**src/rtl/rca_bist.sv**
```systemverilog
// rca_bist: exhaustive self-test engine for a WIDTH-bit ripple-carry adder.
// Optional build macro RCA_BIST_STOP_ON_FAIL_EN ends the sweep at the first mismatch.
module rca_bist #(
  parameter int WIDTH = 4
) (
  input  logic                 clk,
  input  logic                 rst_n,
  input  logic                 start,
  output logic [WIDTH-1:0]     a_out,
  output logic [WIDTH-1:0]     b_out,
  output logic                 cin_out,
  input  logic [WIDTH-1:0]     sum_in,
  input  logic                 cout_in,
  output logic                 busy,
  output logic                 done,
  output logic                 pass,
  output logic [15:0]          err_count,
  output logic [2*WIDTH:0]     first_fail
);

  localparam int VW = 2*WIDTH + 1;
  localparam logic [VW-1:0] VLast = {VW{1'b1}};

`ifdef RCA_BIST_STOP_ON_FAIL_EN
  localparam bit StopOnFail = 1'b1;
`else
  localparam bit StopOnFail = 1'b0;
`endif

  typedef enum logic [1:0] {
    IDLE  = 2'd0,
    DRIVE = 2'd1,
    CHECK = 2'd2,
    DONE  = 2'd3
  } state_t;

  state_t          state_q;
  logic [VW-1:0]   vec_q;
  logic [15:0]     errCount_q;
  logic [15:0]     errCount_d;
  logic [VW-1:0]   firstFail_q;
  logic            pass_q;
  logic            busy_q;
  logic            done_q;

  logic [WIDTH:0]  golden;
  logic            mismatch;

  // The adder under test sees the held vector, so the response is compared
  // against the golden sum of the same vector one cycle after it settles.
  always_comb begin
    golden   = {1'b0, vec_q[2*WIDTH-1:WIDTH]} + {1'b0, vec_q[WIDTH-1:0]}
             + {{WIDTH{1'b0}}, vec_q[2*WIDTH]};
    mismatch = ({cout_in, sum_in} != golden);
    errCount_d = (errCount_q == 16'hFFFF) ? errCount_q : errCount_q + 16'd1;
  end

  always_ff @(posedge clk or negedge rst_n) begin
    if (!rst_n) begin
      state_q     <= IDLE;
      vec_q       <= '0;
      errCount_q  <= '0;
      firstFail_q <= '0;
      pass_q      <= 1'b0;
      busy_q      <= 1'b0;
      done_q      <= 1'b0;
    end else begin
      case (state_q)
        IDLE, DONE: begin
          if (start) begin
            state_q     <= DRIVE;
            vec_q       <= '0;
            errCount_q  <= '0;
            firstFail_q <= '0;
            pass_q      <= 1'b1;
            busy_q      <= 1'b1;
            done_q      <= 1'b0;
          end
        end
        DRIVE: begin
          state_q <= CHECK;
        end
        CHECK: begin
          if (mismatch) begin
            errCount_q <= errCount_d;
            pass_q     <= 1'b0;
            // A zero count means no earlier mismatch; saturation never wraps back to zero.
            if (errCount_q == 16'd0) begin
              firstFail_q <= vec_q;
            end
          end
          if (vec_q == VLast || (StopOnFail && mismatch)) begin
            state_q <= DONE;
            busy_q  <= 1'b0;
            done_q  <= 1'b1;
          end else begin
            state_q <= DRIVE;
            vec_q   <= vec_q + 1'b1;
          end
        end
        default: begin
          state_q <= IDLE;
          busy_q  <= 1'b0;
          done_q  <= 1'b0;
        end
      endcase
    end
  end

  assign a_out      = vec_q[2*WIDTH-1:WIDTH];
  assign b_out      = vec_q[WIDTH-1:0];
  assign cin_out    = vec_q[2*WIDTH];
  assign busy       = busy_q;
  assign done       = done_q;
  assign pass       = pass_q;
  assign err_count  = errCount_q;
  assign first_fail = firstFail_q;

endmodule

```
**config.mk**
```make
export PLATFORM = sky130hd
export DESIGN_NAME = rca_bist
export DESIGN_NICKNAME = d
export VERILOG_FILES = /design/src/rtl/rca_bist.sv
export SDC_FILE = /design/constraint.sdc
export NUM_CORES = 1
export LEC_CHECK = 0
export BUFFER_PORTS_ARGS = -buffer_cell sky130_fd_sc_hd__buf_2
export CORE_ASPECT_RATIO = 1.25
export CORE_MARGIN = 2
export CORE_UTILIZATION = 25
export CTS_CLUSTER_DIAMETER = 200
export DETAILED_ROUTE_END_ITERATION = 10
export PLACE_DENSITY = 0.46
export SLEW_MARGIN = 20
export SYNTH_ARGS = -nofsm -noshare
export SYNTH_HDL_FRONTEND = slang
export SYNTH_SLANG_ARGS = --single-unit
```
**constraint.sdc**
```tcl
create_clock -name clk -period 3.4 [get_ports clk]
set_input_delay 0.34 -clock clk [delete_from_list [all_inputs] [get_ports clk]]
set_output_delay 0.34 -clock clk [all_outputs]
set_load 0.1 [all_outputs]
```
==> flow_summary_export.csv, run 1 <==
group,metric,value,unit
cells_and_area,syn2layout_area_growth,25.5,%
place,gp_congestion,0.822,
routing,wl_met1,2690,µm
critical_path,cp-end-kind,"register",
clock_tree,cts_num_sinks,39,
routing,wl_met3,290,µm
routing,finalWirelength,5940,µm
clock_tree,cts_setup_buffers,0,
pwr,p_per_area,629,nW/µm²
routing,postRouteAntennaNets,0,
clock_tree,cts_tree,"built",
run_status,run_status,"completed",
sta,tns,0,ns
critical_path,rrSetupSlack,0.37,ns
global_routing,antenna_found_initial,0,
cells_and_area,nets,319,
floorplanning,start_util,0.256,
cells_and_area,fillers,963,
clock_tree,clk_latency,0.28,ns
critical_path,reg2reg_to,"err_count[8]$_DFFE_PN0P_",
place,hpwl,4340,µm
critical_path,r2r_cells,9,
global_routing,grt_max_degree,40,
cells_and_area,final_cell_mix,"buf_2, dfrtp_1, nand2_1",
pwr,clock_power_share,0.335,
pwr,peakVddDrop,254,µV
cells_and_area,seqCellArea,976,µm²
clock_tree,root_buffer,"clkbuf_16",
yosys,yosysWarnings,0,
critical_path,critPathMaxFanout,25,
clock_tree,cts-hold-fix-buffers,0,
routing,num_vias,1956,
routing,wire_per_inst,14.0,µm
floorplanning,die_h,112,µm
pwr,combPwrFrac,0.381,
place,portBuffers,44,
pwr,p_int,0.00112,W
yosys,synth-main-ff-cell,"dfrtp_1",
yosys,syn_area,2320,µm²
clock_tree,cts-buffers-inserted,5,
sta,rsz0062_at_grt,"false",
global_routing,grt_first_pass_wirelength,10300,µm
yosys,syn_nets,268,
critical_path,path_class,"reg -> reg",
critical_path,required,3.61,ns
global_routing,grt_overflow,0,
yosys,syn_avg_cell_area,9.36,µm²
floorplanning,die_w,90.2,µm
routing,drtPass1Iterations,4,
cells_and_area,diodes,0,
routing,met2_length,2920,µm
yosys,yosysSeqAreaShare,0.420,
routing,route.detailed.drc,0,
clock_tree,htreeDepth,2,
yosys,syn-instance-count,248,
yosys,synth_cell_types,44,
floorplanning,die-area,10100,µm²
sta,tightest_slew,0.927,ns
global_routing,gr-usage-all-layers,0.126,
yosys,synth_edf_count,0,
floorplanning,coreArea,9080,µm²
yosys,synth-seq-cells,39,
yosys,synth_top_area_frac,0.420,
sta,finalHoldViolCount,0,
critical_path,crit_path_frequent_cell,"fa_1",
cells_and_area,mostFrequentLayoutCell,"buf_2",
sta,slew_violations,0,
pwr,swShare,0.386,
critical_path,path_cells,"fa_1 > fa_1 > a21o_1 > a21oi_1 > xnor2_1 > o21ai_2 > buf_4 > or4b_2 > nand3_1",
sta,period_needed,3.03,ns
pwr,p_leak,1.38,nW
critical_path,timing.critical_path.slowest_stage_cell,"or4b_2",
pwr,p_switching,0.000707,W
clock_tree,clockBufferDepth,2,
critical_path,arrival,3.24,ns
cells_and_area,drive_above_1_share,0.237,
pwr,seqPwrFrac,0.284,
critical_path,timing.rr.start,"vec_q[4]$_DFFE_PN0P_",
floorplanning,io_pins,45,
min_path,hp-class,"in -> async",
yosys,async_flop_share,1.00,
yosys,yosysTopAreaCell,"dfrtp_1",
clock_tree,clkTransAtPathRegs,0.06,ns
global_routing,first_global_vias,2022,
flow_run,drv_cap,0,
clock_tree,cts_resized,0,
yosys,synth_area_leaders,"dfrtp_1, nand2_1, ha_1",
routing,viasPerCell,4.62,
sta,max_freq,331,MHz
critical_path,max_stage_delay,0.65,ns
sta,relSlewSlack,0.382,
sta,setup_viol,0,
routing,drtIter0Drc,65,
critical_path,start_kind,"register",
cells_and_area,finalCoreUtilization,0.321,
sta,skew,0.00732,ns
routing,highest_layer,"met4",
sta,period_share,0.890,
cells_and_area,multi_input_area,1240,µm²
floorplanning,rows,39,
flip-flops by register name, indices dropped and copies added (netlist names):
register and flops:
state_q 2, busy 1, vec_q 9, done 1
err_count 16, first_fail 9, pass 1
cell type report:
| cell class | count | share of cell area |
|---|---|---|
| timing repair buffer | 53 | 0.0988 |
| multi-input combinational | 183 | 0.426 |
| clock buffer | 5 | 0.0429 |
| clock inverter | 3 | 0.0232 |
| sequential | 39 | 0.335 |
| inverter | 17 | 0.0219 |
| tap | 123 | 0.0528 |
per-layer routing:
metal,vias to the layer above,GRT usage
met5,-,0
met4,0,0.0246
met3,2,0.0338
met2,42,0.220
met1,931,0.156
li1,981,-
cells in the mapped netlist (2+ instances only):
cell type / count
a211o_1: 2
a21o_1: 3
a21oi_1: 6
a22o_1: 4
and3_1: 4
and4_1: 2
clkbuf_1: 7
dfrtp_1: 39
fa_1: 2
ha_1: 10
inv_1: 17
mux2i_1: 12
nand2_1: 37
nand2b_1: 5
nand3_1: 21
nand3b_1: 2
nand4_1: 8
nor2_1: 15
nor3_1: 4
nor4_1: 2
nor4b_1: 2
o211ai_1: 5
o21ai_0: 4
o22ai_1: 2
o311ai_0: 3
or4b_2: 5
xnor2_1: 4
xor2_1: 5
power groups by stage:
stage,logic (W),clock network (W),registers (W)
after floorplan,0.000398,0,0.000670
final,0.000699,0.000613,0.000520
after detailed placement,0.000705,0,0.000529
after global placement,0.000705,0,0.000528
after CTS,0.000707,0.000628,0.000521
after global routing,0.000771,0.000645,0.000526
worst max-delay path, delay by kind of cell, from the launching register on:
family / cells / cell delay, ns
flops: 1 / 0.40
compound gates: 3 / 0.47
buf+inv: 1 / 0.22
fa+ha+maj: 2 / 0.89
simple gates: 2 / 0.75
xor+xnor: 1 / 0.22
logic make-up after synthesis:
kind of cell | share of synthesized area
DFF | 0.420
adders and majority gates | 0.0711
AOI/OAI and AO/OA | 0.108
buffers and inverters | 0.0458
and+or+nand+nor | 0.254
muxes | 0.0566
xor gates and xnor gates | 0.0436
stage by stage:
stage | cells | setup WS, ns | area, µm² | hold WS, ns | power (W)
3_3_place_gp | 415 | 0.464 | 2720 | 0.461 | 0.00123
4_1_cts | 423 | 0.375 | 2910 | 0.239 | 0.00186
5_1_grt | 423 | 0.209 | 2910 | 0.295 | 0.00194
3_5_place_dp | 415 | 0.407 | 2720 | 0.461 | 0.00123
6_report | 423 | 0.375 | 2910 | 0.204 | 0.00183
2_1_floorplan | 248 | 0.0218 | 2320 | 0.0444 | 0.00107
worst max-delay path by stage:
stage | from | to | slack [ns]
2_1_floorplan | vec_q[4]$_DFFE_PN0P_ | err_count[2]$_DFFE_PN0P_ | 0.02
3_3_place_gp | vec_q[4]$_DFFE_PN0P_ | err_count[8]$_DFFE_PN0P_ | 0.46
3_5_place_dp | vec_q[4]$_DFFE_PN0P_ | err_count[12]$_DFFE_PN0P_ | 0.41
4_1_cts | vec_q[4]$_DFFE_PN0P_ | err_count[8]$_DFFE_PN0P_ | 0.37
5_1_grt | vec_q[4]$_DFFE_PN0P_ | err_count[8]$_DFFE_PN0P_ | 0.21
6_report | vec_q[4]$_DFFE_PN0P_ | err_count[8]$_DFFE_PN0P_ | 0.37
Note: power is estimated with default switching activity, not from simulation.
==> run 2, diff against run 1 <==
- ABC_AREA: not set -> 1
==> flow_summary_export.csv, run 2 <==
group,metric,value,unit
routing,drtIter0Drc,78,
clock_tree,cts_num_sinks,39,
cells_and_area,largest_reg_flops,16,
floorplanning,die-area,11100,µm²
critical_path,timing.rr.start,"vec_q[4]$_DFFE_PN0P_",
sta,tns,0,ns
sta,relSlewSlack,0.302,
pwr,p_per_area,619,nW/µm²
clock_tree,clockBufferDepth,2,
sta,max_freq,339,MHz
yosys,yosysWarnings,0,
cells_and_area,final_cell_mix,"nand2_1, inv_1, buf_2",
clock_tree,clk_latency,0.28,ns
global_routing,grt_first_pass_wirelength,11000,µm
yosys,yosysTopAreaCell,"dfrtp_1",
routing,drtPass1Iterations,4,
routing,finalWirelength,6520,µm
place,gp_congestion,0.804,
global_routing,grt_max_degree,40,
place,portBuffers,44,
critical_path,r2r_cells,13,
cells_and_area,nets,422,
flow_run,drv_cap,0,
critical_path,path_class,"reg -> reg",
yosys,netlist_top_cells_count,"nand2_1, inv_1, nand3_1, dfrtp_1, nor2_1",
yosys,synth_fa_ha_area_frac,0.0646,
critical_path,cp-end-kind,"register",
clock_tree,cts_setup_buffers,0,
sta,skew,0.00303,ns
cells_and_area,drive_above_1_share,0.159,
critical_path,rrSetupSlack,0.45,ns
yosys,synth-main-ff-cell,"dfrtp_1",
clock_tree,clkTransAtPathRegs,0.06,ns
cells_and_area,multi_input_area,1330,µm²
yosys,synthXorXnorAreaFrac,0.0103,
floorplanning,die_h,117,µm
clock_tree,cts-buffers-inserted,5,
sta,tightest_slew,1.05,ns
yosys,yosysSeqAreaShare,0.382,
yosys,syn_area,2560,µm²
place,hpwl,4840,µm
floorplanning,io_pins,45,
sta,period_share,0.868,
routing,num_vias,2344,
sta,setup_viol,0,
global_routing,antenna_found_initial,0,
yosys,syn_avg_cell_area,7.14,µm²
yosys,muxShareOfSynthArea,0,
cells_and_area,seqCellArea,976,µm²
critical_path,required,3.62,ns
routing,viasPerCell,4.41,
yosys,synth_top_area_frac,0.382,
clock_tree,cts_tree,"built",
floorplanning,die_w,94.4,µm
yosys,syn_nets,378,
critical_path,reg2reg_to,"err_count[1]$_DFFE_PN0P_",
critical_path,arrival,3.17,ns
routing,route.detailed.drc,0,
floorplanning,start_util,0.256,
yosys,synth_area_leaders,"dfrtp_1, nand2_1, nand3_1",
cells_and_area,diodes,0,
yosys,async_flop_share,1.00,
sta,slew_violations,0,
routing,wire_per_inst,12.3,µm
place,place_inst,524,
sta,layout_setup_ws,0.448,ns
pwr,peakVddDrop,231,µV
cells_and_area,fillers,1143,
sta,period_needed,2.95,ns
clock_tree,cts_resized,0,
yosys,synth-compound-area-share,0.0744,
floorplanning,rows,41,
clock_tree,root_buffer,"clkbuf_16",
yosys,syn-instance-count,358,
floorplanning,coreArea,10000,µm²
yosys,synth_top_family_by_area,"simple AND/OR/NAND/NOR gates",
clock_tree,htreeDepth,2,
place,preCtsSetupSlack,0.419,ns
critical_path,critPathMaxFanout,25,
sta,finalHoldViolCount,0,
yosys,synth-seq-cells,39,
global_routing,gr-usage-all-layers,0.126,
global_routing,grt_overflow,0,
yosys,synth-simple-area-share,0.371,
min_path,hp-class,"in -> async",
run_status,run_status,"completed",
yosys,synth_edf_count,0,
critical_path,start_kind,"register",
cells_and_area,syn2layout_area_growth,18.9,%
pwr,p_leak,1.70,nW
routing,postRouteAntennaNets,0,
global_routing,first_global_vias,2221,
clock_tree,cts-hold-fix-buffers,0,
cells_and_area,layout.cells.non_filler,532,
sta,rsz0062_at_grt,"false",
cells_and_area,mostFrequentLayoutCell,"nand2_1",
yosys,synth_most_common_cell,"nand2_1",
yosys,synth_cell_types,29,
==> run 2: cell types whose count changed in the layout (fill, tap and decap cells not counted), sizes merged, moves of 7 or more <==
cell	delta
nand3	+21
o21ai	+7
nor2	+24
buf	-8
mux2i	-12
nand2	+79
inv	+38
==> run 2: cell type report <==
class                           instances  area share
Tap cell                              129      0.0531
Timing Repair Buffer                   45      0.0749
Clock buffer                            7      0.0436
Clock inverter                          1     0.00165
Multi-Input combinational cell        256       0.438
Sequential cell                        39       0.321
Inverter                               55      0.0679
==> run 2: where the power goes <==
group	switching [W]	internal, W
Sequential	0.0000388	0.000509
Combinational	0.000703	0.000174
Clock	0.000184	0.000271
Total	0.000926	0.000955
==> run 2: worst max-delay path, cell delays in order (launching register included) <==
cell	delay, ns
dfrtp_1	0.46
fa_1	0.48
fa_1	0.42
inv_1	0.07
nand2_1	0.06
nand2_1	0.05
nand2_1	0.04
nand2_1	0.05
inv_1	0.04
nand3_1	0.07
nor2_1	0.07
nor2_2	0.79
nand3_1	0.17
nand2_1	0.12
==> run 2: stage by stage <==
stage / hold WS (ns) / cell area, µm² / utilization / power, W
after global routing: 0.272 / 3040 / 0.304 / 0.00201
after detailed placement: 0.462 / 2900 / 0.290 / 0.00145
after global placement: 0.454 / 2900 / 0.290 / 0.00145
after floorplan: 0.0444 / 2560 / - / 0.00126
final: 0.180 / 3040 / 0.304 / 0.00188
after CTS: 0.228 / 3040 / 0.304 / 0.00191
==> run 2: how the worst max path moves through the flow <==
stage	slack [ns]	start	cells after the start	end
floorplan	0.61	vec_q[4]$_DFFE_PN0P_	10	err_count[15]$_DFFE_PN0P_
global placement	0.47	vec_q[4]$_DFFE_PN0P_	13	first_fail[5]$_DFFE_PN0P_
detailed placement	0.42	vec_q[4]$_DFFE_PN0P_	13	first_fail[5]$_DFFE_PN0P_
CTS	0.41	vec_q[4]$_DFFE_PN0P_	13	first_fail[5]$_DFFE_PN0P_
global route	0.13	vec_q[4]$_DFFE_PN0P_	13	err_count[10]$_DFFE_PN0P_
finish	0.45	vec_q[4]$_DFFE_PN0P_	13	err_count[1]$_DFFE_PN0P_
==> run 2: metal layers <==
| metal | vias to the layer above | track usage | routed length [µm] |
|---|---|---|---|
| met1 | 1066 | 0.160 | 3000 |
| met2 | 46 | 0.209 | 3080 |
| met3 | 10 | 0.0250 | 303 |
| met5 | - | 0 | 0 |
| li1 | 1222 | - | - |
| met4 | 0 | 0.0522 | 137 |
==> run 2: cell families (layout without fill, tap and decap cells) <==
| group | after synthesis | in the layout |
|---|---|---|
| flops | 39 | 39 |
| simple gates | 210 | 210 |
| xor+xnor | 3 | 3 |
| fa+ha+maj | 12 | 12 |
| buf+inv | 63 | 108 |
| compound gates | 31 | 31 |
==> run 3, diff against run 2 <==
- CORE_ASPECT_RATIO: 1.25 -> not set
==> flow_summary_export.csv, run 3 (same netlist as run 2, synthesis figures left out) <==
group,metric,value,unit
sta,slew_violations,0,
cells_and_area,final_cell_mix,"nand2_1, inv_1, buf_2",
critical_path,reg2reg_to,"first_fail[0]$_DFFE_PN0P_",
routing,viasPerCell,4.36,
critical_path,start_kind,"register",
run_status,run_status,"completed",
floorplanning,io_pins,45,
sta,finalHoldViolCount,0,
global_routing,grt_overflow,0,
pwr,p_per_area,620,nW/µm²
clock_tree,cts_tree,"built",
sta,tightest_slew,1.02,ns
floorplanning,die-area,11000,µm²
place,preCtsSetupSlack,0.409,ns
routing,route.detailed.drc,0,
sta,rsz0062_at_grt,"false",
clock_tree,cts_num_sinks,39,
critical_path,r2r_cells,9,
critical_path,rrSetupSlack,0.40,ns
routing,finalWirelength,6790,µm
critical_path,arrival,3.23,ns
place,gp_congestion,0.806,
min_path,hp-class,"in -> async",
cells_and_area,mostFrequentLayoutCell,"nand2_1",
clock_tree,clk_latency,0.30,ns
pwr,p_leak,1.70,nW
cells_and_area,nets,423,
floorplanning,die_h,105,µm
sta,setup_viol,0,
place,hpwl,4990,µm
global_routing,antenna_found_initial,0,
critical_path,required,3.63,ns
cells_and_area,syn2layout_area_growth,19.3,%
critical_path,timing.rr.start,"vec_q[4]$_DFFE_PN0P_",
global_routing,grt_first_pass_wirelength,11600,µm
clock_tree,cts_resized,0,
clock_tree,cts-hold-fix-buffers,0,
cells_and_area,fillers,1091,
routing,num_vias,2339,
routing,postRouteAntennaNets,0,
floorplanning,rows,36,
clock_tree,cts-buffers-inserted,5,
clock_tree,clkTransAtPathRegs,0.09,ns
place,portBuffers,44,
floorplanning,start_util,0.259,
flow_run,drv_cap,0,
floorplanning,coreArea,9860,µm²
critical_path,path_class,"reg -> reg",
sta,layout_setup_ws,0.404,ns
sta,max_freq,334,MHz
routing,drtPass1Iterations,4,
critical_path,critPathMaxFanout,25,
routing,drtIter0Drc,95,
routing,wire_per_inst,12.7,µm
global_routing,gr-usage-all-layers,0.130,
cells_and_area,largest_reg_flops,16,
sta,period_share,0.881,
floorplanning,die_w,105,µm
critical_path,cp-end-kind,"register",
clock_tree,cts_setup_buffers,0,
global_routing,first_global_vias,2269,
sta,relSlewSlack,0.320,
sta,tns,0,ns
cells_and_area,diodes,0,
clock_tree,htreeDepth,2,
global_routing,grt_max_degree,40,
sta,skew,0.0104,ns
clock_tree,clockBufferDepth,2,
pwr,peakVddDrop,351,µV
cells_and_area,multi_input_area,1330,µm²
cells_and_area,seqCellArea,976,µm²
sta,period_needed,3.00,ns
cells_and_area,drive_above_1_share,0.166,
clock_tree,root_buffer,"clkbuf_8",
-- run 3: cell count changes in the layout (fill, tap and decap cells not counted), sizes merged --
cell / delta
bufinv: +2
buf: +1
clkinv: -1
clkbuf: -2
clkinvlp: +1
-- run 3: final cells by class --
class                           count  area share
Clock buffer                        5      0.0226
Inverter                           55      0.0677
Clock inverter                      3      0.0221
Sequential cell                    39       0.320
Tap cell                          133      0.0546
Timing Repair Buffer               46      0.0771
Multi-Input combinational cell    256       0.436
-- run 3: how the worst max path moves through the flow --
stage	startpoint	to	slack, ns	cells after the start
after floorplan	vec_q[4]$_DFFE_PN0P_	err_count[15]$_DFFE_PN0P_	0.61	10
after global placement	vec_q[4]$_DFFE_PN0P_	err_count[0]$_DFFE_PN0P_	0.48	13
after detailed placement	vec_q[4]$_DFFE_PN0P_	first_fail[0]$_DFFE_PN0P_	0.41	9
after CTS	vec_q[4]$_DFFE_PN0P_	first_fail[0]$_DFFE_PN0P_	0.37	9
after global routing	vec_q[4]$_DFFE_PN0P_	first_fail[3]$_DFFE_PN0P_	0.06	13
final	vec_q[4]$_DFFE_PN0P_	first_fail[0]$_DFFE_PN0P_	0.40	9
-- run 3: worst max-delay path, stage by stage (launching register included) --
cell and delay [ns]:
dfrtp_1 0.48, fa_1 0.49, fa_1 0.51, xor2_1 0.14, nor2_1 0.07, nand3_1 0.10, nor2_1 0.07, nor2_2 0.77
nand3_1 0.18, nand2_1 0.12
-- run 3: stage by stage --
step / std cells / power, W / cell area [µm²] / utilization / hold WS (ns)
floorplan: 358 / 0.00126 / 2560 / - / 0.0444
global placement: 529 / 0.00145 / 2910 / 0.295 / 0.461
detailed placement: 529 / 0.00144 / 2910 / 0.295 / 0.456
CTS: 537 / 0.00193 / 3050 / 0.309 / 0.213
global route: 537 / 0.00204 / 3050 / 0.309 / 0.248
finish: 537 / 0.00189 / 3050 / 0.309 / 0.179
-- run 3: metal layers --
layer / wire length, µm / GRT usage / part of all wire / vias to the layer above
li1: - / - / - / 1221
met1: 3490 / 0.190 / 0.51 / 1070
met2: 3060 / 0.199 / 0.45 / 43
met3: 202 / 0.0212 / 0.030 / 5
met4: 44 / 0.0286 / 0.0065 / 0
met5: 0 / 0 / 0 / -
-- run 3: power breakdown --
group / total (W) / leakage [nW] / internal [W] / switching (W)
Sequential: 0.000548 / 0.533 / 0.000508 / 0.0000405
Combinational: 0.000868 / 1.10 / 0.000175 / 0.000693
Clock: 0.000474 / 0.0644 / 0.000293 / 0.000181
Total: 0.00189 / 1.70 / 0.000976 / 0.000915
